===== src/rtl/pad_pkg.sv =====
// Shared encodings for the key repeat pad: move directions, channel FSM states
// and the fixed-priority pick used by the move arbiter.
package pad_pkg;

    localparam logic [1:0] DIR_UP    = 2'd0;
    localparam logic [1:0] DIR_DOWN  = 2'd1;
    localparam logic [1:0] DIR_LEFT  = 2'd2;
    localparam logic [1:0] DIR_RIGHT = 2'd3;

    localparam logic [1:0] ST_IDLE   = 2'd0;
    localparam logic [1:0] ST_HOLD   = 2'd1;
    localparam logic [1:0] ST_REPEAT = 2'd2;

    // Lowest set bit wins, so "up" beats every other direction.
    function automatic logic [1:0] lowest_dir(input logic [3:0] evt);
        if (evt[0])      return DIR_UP;
        else if (evt[1]) return DIR_DOWN;
        else if (evt[2]) return DIR_LEFT;
        else             return DIR_RIGHT;
    endfunction

endpackage


===== src/rtl/key_repeat_chan.sv =====
// One button channel: press detection, hold delay, auto-repeat and release,
// all emitted as registered single-cycle pulses.
module key_repeat_chan
    import pad_pkg::*;
#(
    parameter int HOLD_CYCLES   = 25000000,
    parameter int REPEAT_CYCLES = 5000000,
    parameter int CNT_W         = 25
) (
    input  logic clk,
    input  logic rst,
    input  logic enable,
    input  logic btn,
    output logic press,
    output logic release_ev,
    output logic repeat_ev,
    output logic held
);

    localparam logic [CNT_W-1:0] HOLD_LAST   = CNT_W'(HOLD_CYCLES - 1);
    localparam logic [CNT_W-1:0] REPEAT_LAST = CNT_W'(REPEAT_CYCLES - 1);

    logic [1:0]       state;
    logic [CNT_W-1:0] cnt;

    // NOTE: sequential state uses non-blocking assignments only; disable acts
    // like a reset that emits nothing, so a held button re-enters as a press.
    always_ff @(posedge clk) begin
        if (rst || !enable) begin
            state      <= ST_IDLE;
            cnt        <= '0;
            press      <= 1'b0;
            release_ev <= 1'b0;
            repeat_ev  <= 1'b0;
        end else begin
            press      <= 1'b0;
            release_ev <= 1'b0;
            repeat_ev  <= 1'b0;
            case (state)
                ST_IDLE: begin
                    if (btn) begin
                        state <= ST_HOLD;
                        cnt   <= '0;
                        press <= 1'b1;
                    end
                end
                ST_HOLD, ST_REPEAT: begin
                    // Release is checked first so it beats a same-cycle repeat.
                    if (!btn) begin
                        state      <= ST_IDLE;
                        cnt        <= '0;
                        release_ev <= 1'b1;
                    end else if (cnt == ((state == ST_HOLD) ? HOLD_LAST : REPEAT_LAST)) begin
                        state     <= ST_REPEAT;
                        cnt       <= '0;
                        repeat_ev <= 1'b1;
                    end else begin
                        cnt <= cnt + 1'b1;
                    end
                end
                default: begin
                    state <= ST_IDLE;
                    cnt   <= '0;
                end
            endcase
        end
    end

    assign held = (state != ST_IDLE);

endmodule


===== src/rtl/key_repeat_pad.sv =====
// Four-button pad: per-button repeat channels feeding a fixed-priority arbiter
// and a single-entry valid/ready move register with a sticky drop flag.
module key_repeat_pad
    import pad_pkg::*;
#(
    parameter int HOLD_CYCLES   = 25000000,
    parameter int REPEAT_CYCLES = 5000000,
    parameter int CNT_W         = 25
) (
    input  logic       clk,
    input  logic       rst,
    input  logic [3:0] btn_state,
    input  logic       enable,
    input  logic       move_ready,
    output logic [3:0] press_pulse,
    output logic [3:0] release_pulse,
    output logic [3:0] held,
    output logic       move_valid,
    output logic [1:0] move_dir,
    output logic       drop_flag
);

    logic [3:0] repeat_pulse;
    logic [3:0] evt;
    logic       multi_evt;
    logic       slot_free;

    for (genvar i = 0; i < 4; i++) begin : g_chan
        key_repeat_chan #(
            .HOLD_CYCLES  (HOLD_CYCLES),
            .REPEAT_CYCLES(REPEAT_CYCLES),
            .CNT_W        (CNT_W)
        ) u_chan (
            .clk       (clk),
            .rst       (rst),
            .enable    (enable),
            .btn       (btn_state[i]),
            .press     (press_pulse[i]),
            .release_ev(release_pulse[i]),
            .repeat_ev (repeat_pulse[i]),
            .held      (held[i])
        );
    end

    assign evt       = press_pulse | repeat_pulse;
    assign multi_evt = (evt & (evt - 4'd1)) != 4'd0;
    assign slot_free = !move_valid || move_ready;

    always_ff @(posedge clk) begin
        if (rst) begin
            move_valid <= 1'b0;
            move_dir   <= DIR_UP;
            drop_flag  <= 1'b0;
        end else begin
            if (evt != 4'd0) begin
                // An accept in the same cycle frees the slot, so load without a bubble.
                if (slot_free) begin
                    move_valid <= 1'b1;
                    move_dir   <= lowest_dir(evt);
                end
                if (multi_evt || !slot_free) begin
                    drop_flag <= 1'b1;
                end
            end else if (move_valid && move_ready) begin
                move_valid <= 1'b0;
            end
        end
    end

endmodule


===== config.mk =====
export PLATFORM = sky130hd
export DESIGN_NAME = key_repeat_pad
export DESIGN_NICKNAME = d
export VERILOG_FILES = /design/src/rtl/pad_pkg.sv /design/src/rtl/key_repeat_chan.sv /design/src/rtl/key_repeat_pad.sv
export SDC_FILE = /design/constraint.sdc
export NUM_CORES = 1
export LEC_CHECK = 0
export ABC_AREA = 1
export CAP_MARGIN = 20
export CORE_UTILIZATION = 59
export CTS_CLUSTER_SIZE = 30
export DETAILED_ROUTE_END_ITERATION = 12
export HOLD_SLACK_MARGIN = 0.06
export PLACE_DENSITY = 0.77
export SLEW_MARGIN = 10
export SYNTH_ARGS = -nofsm -noshare
export SYNTH_HDL_FRONTEND = slang
export SYNTH_SLANG_ARGS = --single-unit

===== constraint.sdc =====
create_clock -name clk -period 2 [get_ports clk]
set_input_delay 0.3 -clock clk [delete_from_list [all_inputs] [get_ports clk]]
set_output_delay 0.3 -clock clk [all_outputs]
set_load 0.1 [all_outputs]

==> impl_metrics.csv, run 1 <==
group,metric,value,unit
outcome,status,"finished, final reports clean",
placement,io_buffer_count,23,
finish,fillers,946,
finish,area_growth,15.3,%
synthesis,synth.avg_cell_area,6.94,sq um
timing,tightestPinTransition,0.514,ns
global_routing,grt_pass1_vias,5469,
global_routing,grt_use_total,26.2,%
worst_setup_path,endpoint_kind,"flip-flop",
die,rows,38,
drt,routed_via_density,5.09,
worst_setup_path,rrSetupSlack,0.17,ns
hold_path,min_to,"g_chan[0].u_chan.cnt[18]$_SDFFE_PP0P_",
synthesis,netlist_area,6750,sq um
worst_setup_path,cp_common_cell,"nor2_1",
die,die_h,109,microns
synthesis,ys_ff_latch,124,
clock_tree,cts-root-buf,"clkbuf_16",
drt,ant_nets,0,
global_routing,grt_overflow_total,0,
worst_setup_path,max_stage_delay,0.38,ns
timing,finClkSkew,0.00616,ns
synthesis,synth_warnings,0,
placement,dp_hpwl,10300,microns
hold_path,hold_start,"g_chan[0].u_chan.cnt[18]$_SDFFE_PP0P_",
drt,drt-initial-drc-count,331,
timing,tns,0,ns
worst_setup_path,worstSetupPathType,"flip-flop to flip-flop",
synthesis,ys.flop_type,"dfxtp_1",
pwr,p_leak,3.13,nW
flow_run,drv_cap,0,
drt,dr.pass1.iters,6,
worst_setup_path,r2r_cells,11,
clock_tree,cts_sinks,124,
worst_setup_path,start_kind,"flip-flop",
clock_tree,cts_hold_buf,0,
finish,diodes,0,
placement,dpl_worst_slack,-0.0349,ns
drt,vias,5955,
timing,period_needed,1.83,ns
finish,nets,1045,
synthesis,async_flop_share,0,%
clock_tree,clock_path_buffers,2,
die,io_pins,24,
clock_tree,cts_buffers,17,
pwr,vdd_drop_max,794,uV
synthesis,synth_edf_count,0,
clock_tree,clk_latency,0.42,ns
worst_setup_path,slowest_stage,"dfxtp_1",
clock_tree,path_clk_slew,0.05,ns
global_routing,grt_max_degree,25,
synthesis,ys_seq_area_share,36.8,%
worst_setup_path,rr_startpoint,"g_chan[0].u_chan.state[0]$_SDFFE_PP0P_",
pwr,p_per_area,755,nW/um^2
synthesis,syn_nets,1000,
timing,finalSetupViolCount,0,
hold_path,hold_class,"flip-flop to flip-flop",
placement,place_area,7210,sq um
worst_setup_path,r2r-end,"g_chan[0].u_chan.cnt[24]$_SDFFE_PP0P_",
synthesis,netlist_instances,972,
timing,max_freq,547,MHz
worst_setup_path,cp_cell_sequence,"inv_1 > ha_1 > inv_1 > nor2_1 > buf_4 > nor2_1 > nand4_1 > nor2_2 > nand2_1 > xor2_1 > nor2_1",
finish,layout-drive-gt1-share,11.7,%
synthesis,yosysUniqueCellTypes,37,
die,die_area,11900,sq um
finish,final_util,70.9,%
drt,drt-total-wl,14200,microns
timing,rsz0062_at_grt,"yes",
die,core,11000,sq um
global_routing,grt_pass1_wl,24300,microns
die,die_w,109,microns
timing,finalWorstSetupSlack,0.171,ns
drt,drc,0,
timing,finalHoldViolations,0,
worst_setup_path,required,2.31,ns
worst_setup_path,arrival,2.14,ns
worst_setup_path,setup.worst_path.start,"g_chan[0].u_chan.state[0]$_SDFFE_PP0P_",
drt,wire_per_inst,12.1,microns
worst_setup_path,critical_path.max_fanout,4,
clock_tree,cts_tree,"built",
timing,whs,0.483,ns
global_routing,antenna_found_initial,0,
timing,maxSlewHeadroom,65.7,%
clock_tree,h-tree-depth,4,
die,start_util,61.4,%
timing,slew_viol_final,0,
hold_path,hold_depth,2,
placement,gp_congestion,0.904,
timing,fin_crit_sh,91.4,%
finish,fin_area,7780,sq um
==> stage by stage <==
step | power, mW | instances
after floorplan | 3.04 | 972
after global placement | 3.20 | 1137
after detailed placement | 3.20 | 1137
after CTS | 5.91 | 1169
after global routing | 6.08 | 1170
final | 5.88 | 1170
==> cell usage in the layout (no fill, tap or decap), types with 9 or more instances in the layout <==
| cell | netlist | routed |
|---|---|---|
| inv_1 | 107 | 106 |
| nand2_1 | 199 | 199 |
| dfxtp_1 | 124 | 124 |
| o21ai_0 | 13 | 13 |
| xor2_1 | 57 | 57 |
| ha_1 | 20 | 19 |
| nor2_2 | 7 | 9 |
| nand3_1 | 67 | 65 |
| clkbuf_16 | 0 | 17 |
| a21oi_1 | 19 | 19 |
| xnor2_1 | 13 | 13 |
| nor3_1 | 32 | 31 |
| clkinv_2 | 0 | 9 |
| nor2_1 | 213 | 209 |
| buf_4 | 18 | 36 |
| nand4_1 | 19 | 19 |
| nand2_2 | 11 | 11 |
==> critical path: cells and delay by family (launching register included) <==
kind	cells	cell delay [ns]
xor+xnor	1	0.15
flops	1	0.38
fa+ha+maj	1	0.19
buf+inv	3	0.32
simple gates	6	0.66
==> synthesized netlist by cell type (3+ instances only) <==
master,instances,share of area (%)
dfxtp_1,124,37
nand2_2,11,1.0
nor2_2,7,0.65
nor3_1,32,2.4
or2_2,4,0.37
nand3_1,67,5.0
nand3b_1,3,0.33
buf_4,18,2.0
a21oi_1,19,1.4
a211oi_1,3,0.33
nor2_4,6,1.0
nand2_1,199,11
buf_6,4,0.67
nand4_1,19,1.8
xnor2_1,13,1.7
inv_2,5,0.28
inv_1,107,6.0
xor2_1,57,7.4
nor2_1,213,12
mux2i_1,4,0.59
ha_1,20,3.7
nand2_4,3,0.50
o21ai_0,13,0.96
==> how the worst max path moves through the flow <==
| stage | endpoint | slack (ns) |
|---|---|---|
| 5_1_grt | g_chan[2].u_chan.cnt[6]$_SDFFE_PP0P_ | -0.002 |
| 6_report | g_chan[0].u_chan.cnt[24]$_SDFFE_PP0P_ | 0.17 |
| 3_5_place_dp | g_chan[1].u_chan.cnt[20]$_SDFFE_PP0P_ | -0.03 |
| 4_1_cts | g_chan[2].u_chan.cnt[20]$_SDFFE_PP0P_ | 0.001 |
| 2_1_floorplan | g_chan[2].u_chan.cnt[21]$_SDFFE_PP0P_ | 0.27 |
| 3_3_place_gp | g_chan[2].u_chan.cnt[20]$_SDFFE_PP0P_ | 0.01 |
==> layout make-up <==
cell class	instances	area (sq um)	share of cell area [%]
Multi-Input combinational cell	712	3700	47.6
Sequential cell	124	2480	31.9
Timing Repair Buffer	50	480	6.17
Clock buffer	23	478	6.14
Inverter	112	420	5.40
Tap cell	140	175	2.25
Clock inverter	9	45.0	0.579
==> registers in the layout, summed over array words and instances (netlist names) <==
signal,flops
g_chan.u_chan.repeat_ev,4
move_valid,1
g_chan.u_chan.state,8
drop_flag,1
g_chan.u_chan.release_ev,4
move_dir,2
g_chan.u_chan.cnt,100
g_chan.u_chan.press,4
==> cell families (layout without fill, tap and decap cells) <==
family | count (synthesis) | after routing | synth area share [%]
and+or+nand+nor | 573 | 573 | 37.0
buffers and inverters | 136 | 194 | 9.01
DFF | 124 | 124 | 36.8
xor gates and xnor gates | 70 | 70 | 9.09
AOI/OAI and AO/OA | 45 | 45 | 3.76
adders and majority gates | 20 | 20 | 3.71
muxes | 4 | 4 | 0.593
==> metal layers <==
metal / vias up / part of all wire [%] / wire length (microns) / track usage (%)
met5: - / 0 / 0 / 0
met3: 21 / 4.7 / 665 / 7.23
met2: 141 / 47 / 6660 / 43.3
met1: 2667 / 47 / 6660 / 32.5
met4: 0 / 1.5 / 216 / 9.07
li1: 3126 / - / - / -
==> repair_timing <==
action                     in CTS  in global routing
setup endpoints to repair       0                 30
gates resized for setup         0                 12
buffers inserted                0                  1
==> power by group <==
group          leakage [nW]  switching, mW  internal [mW]
Combinational          1.86          0.423          0.205
Sequential             1.00         0.0230           2.50
Clock                 0.270           1.07           1.66
Total                  3.13           1.51           4.36
No activity file was read; power rests on OpenSTA's default activity.
==> inputs of run 2 (changes only) <==
ABC_AREA = not set   (was 1)
ABC_CLOCK_PERIOD_IN_PS = 2000   (was not set)
PLACE_DENSITY = 0.78   (was 0.77)
REMOVE_ABC_BUFFERS = 1   (was not set)
==> run 2 against run 1 <==
Against the previous run: the flow now finishes with violations (setup timing); setup slack got worse by 0.28 ns; first-iteration DRC count fell by 10%; clock power rose by 12%; sequential share of layout area fell by 1.5 points; worst hold slack got worse by 0.086 ns; synthesized cell count fell by 25%; critical endpoint is now g_chan[2].u_chan.cnt[23]$_SDFFE_PP0P_; largest cell class unchanged.
==> impl_metrics.csv, run 2 <==
group,metric,value,unit
synthesis,synth_top_area_share,39.2,%
hold_path,hold_class,"primary input to flip-flop",
pwr,p_seq_share,40.6,%
synthesis,ys_ff_latch,124,
drt,routed_via_density,6.08,
finish,final_util,79.2,%
timing,max_freq,474,MHz
synthesis,yosys.cell_count.top_type,"dfxtp_1",
synthesis,synth_common_cells,"dfxtp_1 (124), nor3_1 (92), nand2_1 (60)",
clock_tree,cts-root-buf,"clkbuf_8",
worst_setup_path,rr_startpoint,"g_chan[2].u_chan.cnt[8]$_SDFFE_PP0P_",
worst_setup_path,worstSetupPathType,"flip-flop to flip-flop",
die,die_h,106,microns
drt,drt-initial-drc-count,297,
placement,dpl_worst_slack,-0.0394,ns
pwr,p_comb_share,10.0,%
synthesis,synth_edf_count,0,
finish,reg_top3,"g_chan.u_chan.cnt x100, g_chan.u_chan.state x8",
clock_tree,cts_tree,"built",
worst_setup_path,arrival,2.52,ns
timing,tightestPinTransition,0.451,ns
die,io_pins,24,
finish,area_growth,29.7,%
outcome,violations,"setup timing",
die,start_util,61.0,%
clock_tree,path_clk_slew,0.06,ns
clock_tree,h-tree-depth,4,
timing,finClkSkew,0.00692,ns
synthesis,yosysUniqueCellTypes,57,
timing,slew_viol_final,0,
synthesis,ys_seq_area_share,39.2,%
worst_setup_path,slowest_stage,"or4bb_1",
global_routing,grt_overflow_total,0,
drt,vias,5854,
timing,finalHoldViolations,0,
worst_setup_path,max_stage_delay,0.56,ns
worst_setup_path,critical_path.max_fanout,7,
timing,maxSlewHeadroom,70.0,%
pwr,vdd_drop_max,666,uV
timing,period_needed,2.11,ns
synthesis,ys.flop_type,"dfxtp_1",
synthesis,yosys-top-cells-area,"dfxtp_1 (39%), nor3_1 (7.3%), xor2_1 (7.1%)",
hold_path,min_to,"g_chan[2].u_chan.release_ev$_SDFF_PP0_",
worst_setup_path,r2r_cells,7,
clock_tree,clk_latency,0.54,ns
hold_path,hold_start,"btn_state[2]",
placement,gp_congestion,0.861,
finish,regMostFlops,"g_chan.u_chan.cnt",
placement,dp_hpwl,10500,microns
clock_tree,cts_sinks,124,
drt,drc,0,
synthesis,synth.avg_cell_area,8.71,sq um
worst_setup_path,rrSetupSlack,-0.11,ns
pwr,p_sw,1.53,mW
pwr,p_clk_share,49.4,%
pwr,p_leak,2.96,nW
worst_setup_path,start_kind,"flip-flop",
placement,io_buffer_count,23,
timing,rsz0062_at_grt,"yes",
die,die_w,106,microns
synthesis,netlist_instances,726,
clock_tree,cts_buffers,17,
global_routing,grt_pass1_wl,25400,microns
flow_run,drv_cap,0,
die,core,10400,sq um
synthesis,netlist_area,6330,sq um
synthesis,synth_area_leader_cell,"dfxtp_1",
timing,finalWorstSetupSlack,-0.110,ns
timing,finalSetupViolCount,42,
finish,nets,842,
clock_tree,cts_hold_buf,0,
timing,fin_crit_sh,106,%
finish,diodes,0,
finish,layout-drive-gt1-share,24.8,%
synthesis,synth_warnings,0,
synthesis,async_flop_share,0,%
pwr,sw_frac_of_total,24.6,%
finish,largest_register_ffs,100,
worst_setup_path,cp_cell_sequence,"or4bb_1 > o22ai_2 > nand4_1 > a31oi_4 > buf_12 > clkbuf_16 > a211oi_2",
outcome,status,"finished, violations left",
worst_setup_path,required,2.41,ns
pwr,p_per_area,754,nW/um^2
worst_setup_path,endpoint_kind,"flip-flop",
drt,drt-total-wl,16200,microns
die,rows,37,
finish,layout_commonest_cell,"dfxtp_1",
global_routing,grt_pass1_vias,5501,
drt,ant_nets,0,
global_routing,grt_use_total,28.4,%
finish,layout_common_cells,"dfxtp_1 (116), buf_4 (82), nor3_1 (66)",
pwr,p_int,4.67,mW
die,die_area,11100,sq um
global_routing,antenna_found_initial,0,
timing,tns,-2.09,ns
clock_tree,clock_path_buffers,2,
global_routing,grt_max_degree,36,
worst_setup_path,r2r-end,"g_chan[2].u_chan.cnt[23]$_SDFFE_PP0P_",
drt,dr.pass1.iters,4,
drt,wire_per_inst,16.8,microns
hold_path,hold_depth,2,
[run 2: cell count changes after synthesis, sizes merged, moves of 12 or more]
cell	delta
and3	+25
xnor2	+22
nor3	+58
a21oi	-13
clkbuf	+12
a31oi	+13
inv	-96
nor4	+15
nand3	-31
nor2	-180
nand4	+20
nand2	-153
[run 2: layout make-up]
| class | count | area, sq um |
|---|---|---|
| multi-input combinational | 548 | 3880 |
| sequential | 124 | 2490 |
| clock buffer | 23 | 487 |
| timing repair buffer | 107 | 1010 |
| inverter | 16 | 60.1 |
| clock inverter | 9 | 109 |
| tap | 136 | 170 |
| fill | 666 | 2160 |
[run 2: timing repair]
action	4_1_cts	5_1_grt
endpoints found under the setup margin	26	79
pin swaps	2	23
resized for setup	4	73
buffers inserted	1	10
gates cloned	0	4
[run 2: power by group through the flow]
stage	Clock (mW)	Combinational (mW)	Sequential [mW]
6_report	3.06	0.618	2.51
4_1_cts	3.10	0.513	2.51
5_1_grt	3.21	0.649	2.51
2_1_floorplan	0	0.219	2.64
3_5_place_dp	0	0.506	2.56
3_3_place_gp	0	0.497	2.56
[run 2: routing by layer]
layer  global-route usage (%)  part of all wire [%]  vias to the layer above
li1                         -                     -                     2786
met1                     34.8                    42                     2812
met2                     47.7                    50                      214
met3                     7.48                   6.4                       42
met4                     10.4                   2.2                        0
met5                        0                     0                        -
[run 2: critical path: cells and delay by family (launching register included)]
kind | cells | cell delay [ns]
simple gates | 2 | 0.78
compound gates | 3 | 0.49
flops | 1 | 0.38
buf+inv | 2 | 0.32
[run 2: metrics by stage]
| stage | area (sq um) | instances | power, mW | hold WS [ns] |
|---|---|---|---|---|
| 6_report | 8210 | 963 | 6.19 | 0.396 |
| 5_1_grt | 8210 | 963 | 6.37 | 0.400 |
| 4_1_cts | 7690 | 949 | 6.12 | 0.357 |
| 3_5_place_dp | 7070 | 916 | 3.07 | 0.473 |
| 3_3_place_gp | 7070 | 916 | 3.06 | 0.458 |
| 2_1_floorplan | 6100 | 688 | 2.86 | 0.369 |
[run 2: how the worst max path moves through the flow]
| stage | endpoint | slack (ns) | depth (start not counted) | from |
|---|---|---|---|---|
| floorplan | g_chan[3].u_chan.cnt[21]$_SDFFE_PP0P_ | -0.55 | 4 | rst |
| global placement | g_chan[2].u_chan.cnt[20]$_SDFFE_PP0P_ | 0.02 | 6 | btn_state[2] |
| detailed placement | g_chan[2].u_chan.cnt[8]$_SDFFE_PP0P_ | -0.04 | 8 | g_chan[2].u_chan.state[1]$_SDFFE_PP0P_ |
| CTS | g_chan[2].u_chan.cnt[6]$_SDFFE_PP0P_ | -0.007 | 8 | g_chan[2].u_chan.state[1]$_SDFFE_PP0P_ |
| global route | g_chan[2].u_chan.cnt[23]$_SDFFE_PP0P_ | -0.16 | 9 | g_chan[2].u_chan.state[1]$_SDFFE_PP0P_ |
| finish | g_chan[2].u_chan.cnt[23]$_SDFFE_PP0P_ | -0.11 | 7 | g_chan[2].u_chan.cnt[8]$_SDFFE_PP0P_ |
[run 2: logic make-up (layout without fill, tap and decap cells)]
logic type	count (synthesis)	in the layout	share of synthesized area, %
buf+inv	54	155	4.51
mux	10	10	1.60
simple gates	382	382	33.1
xor+xnor	86	86	11.9
fa+ha+maj	20	20	3.96
flops	124	124	39.2
compound gates	50	50	5.72
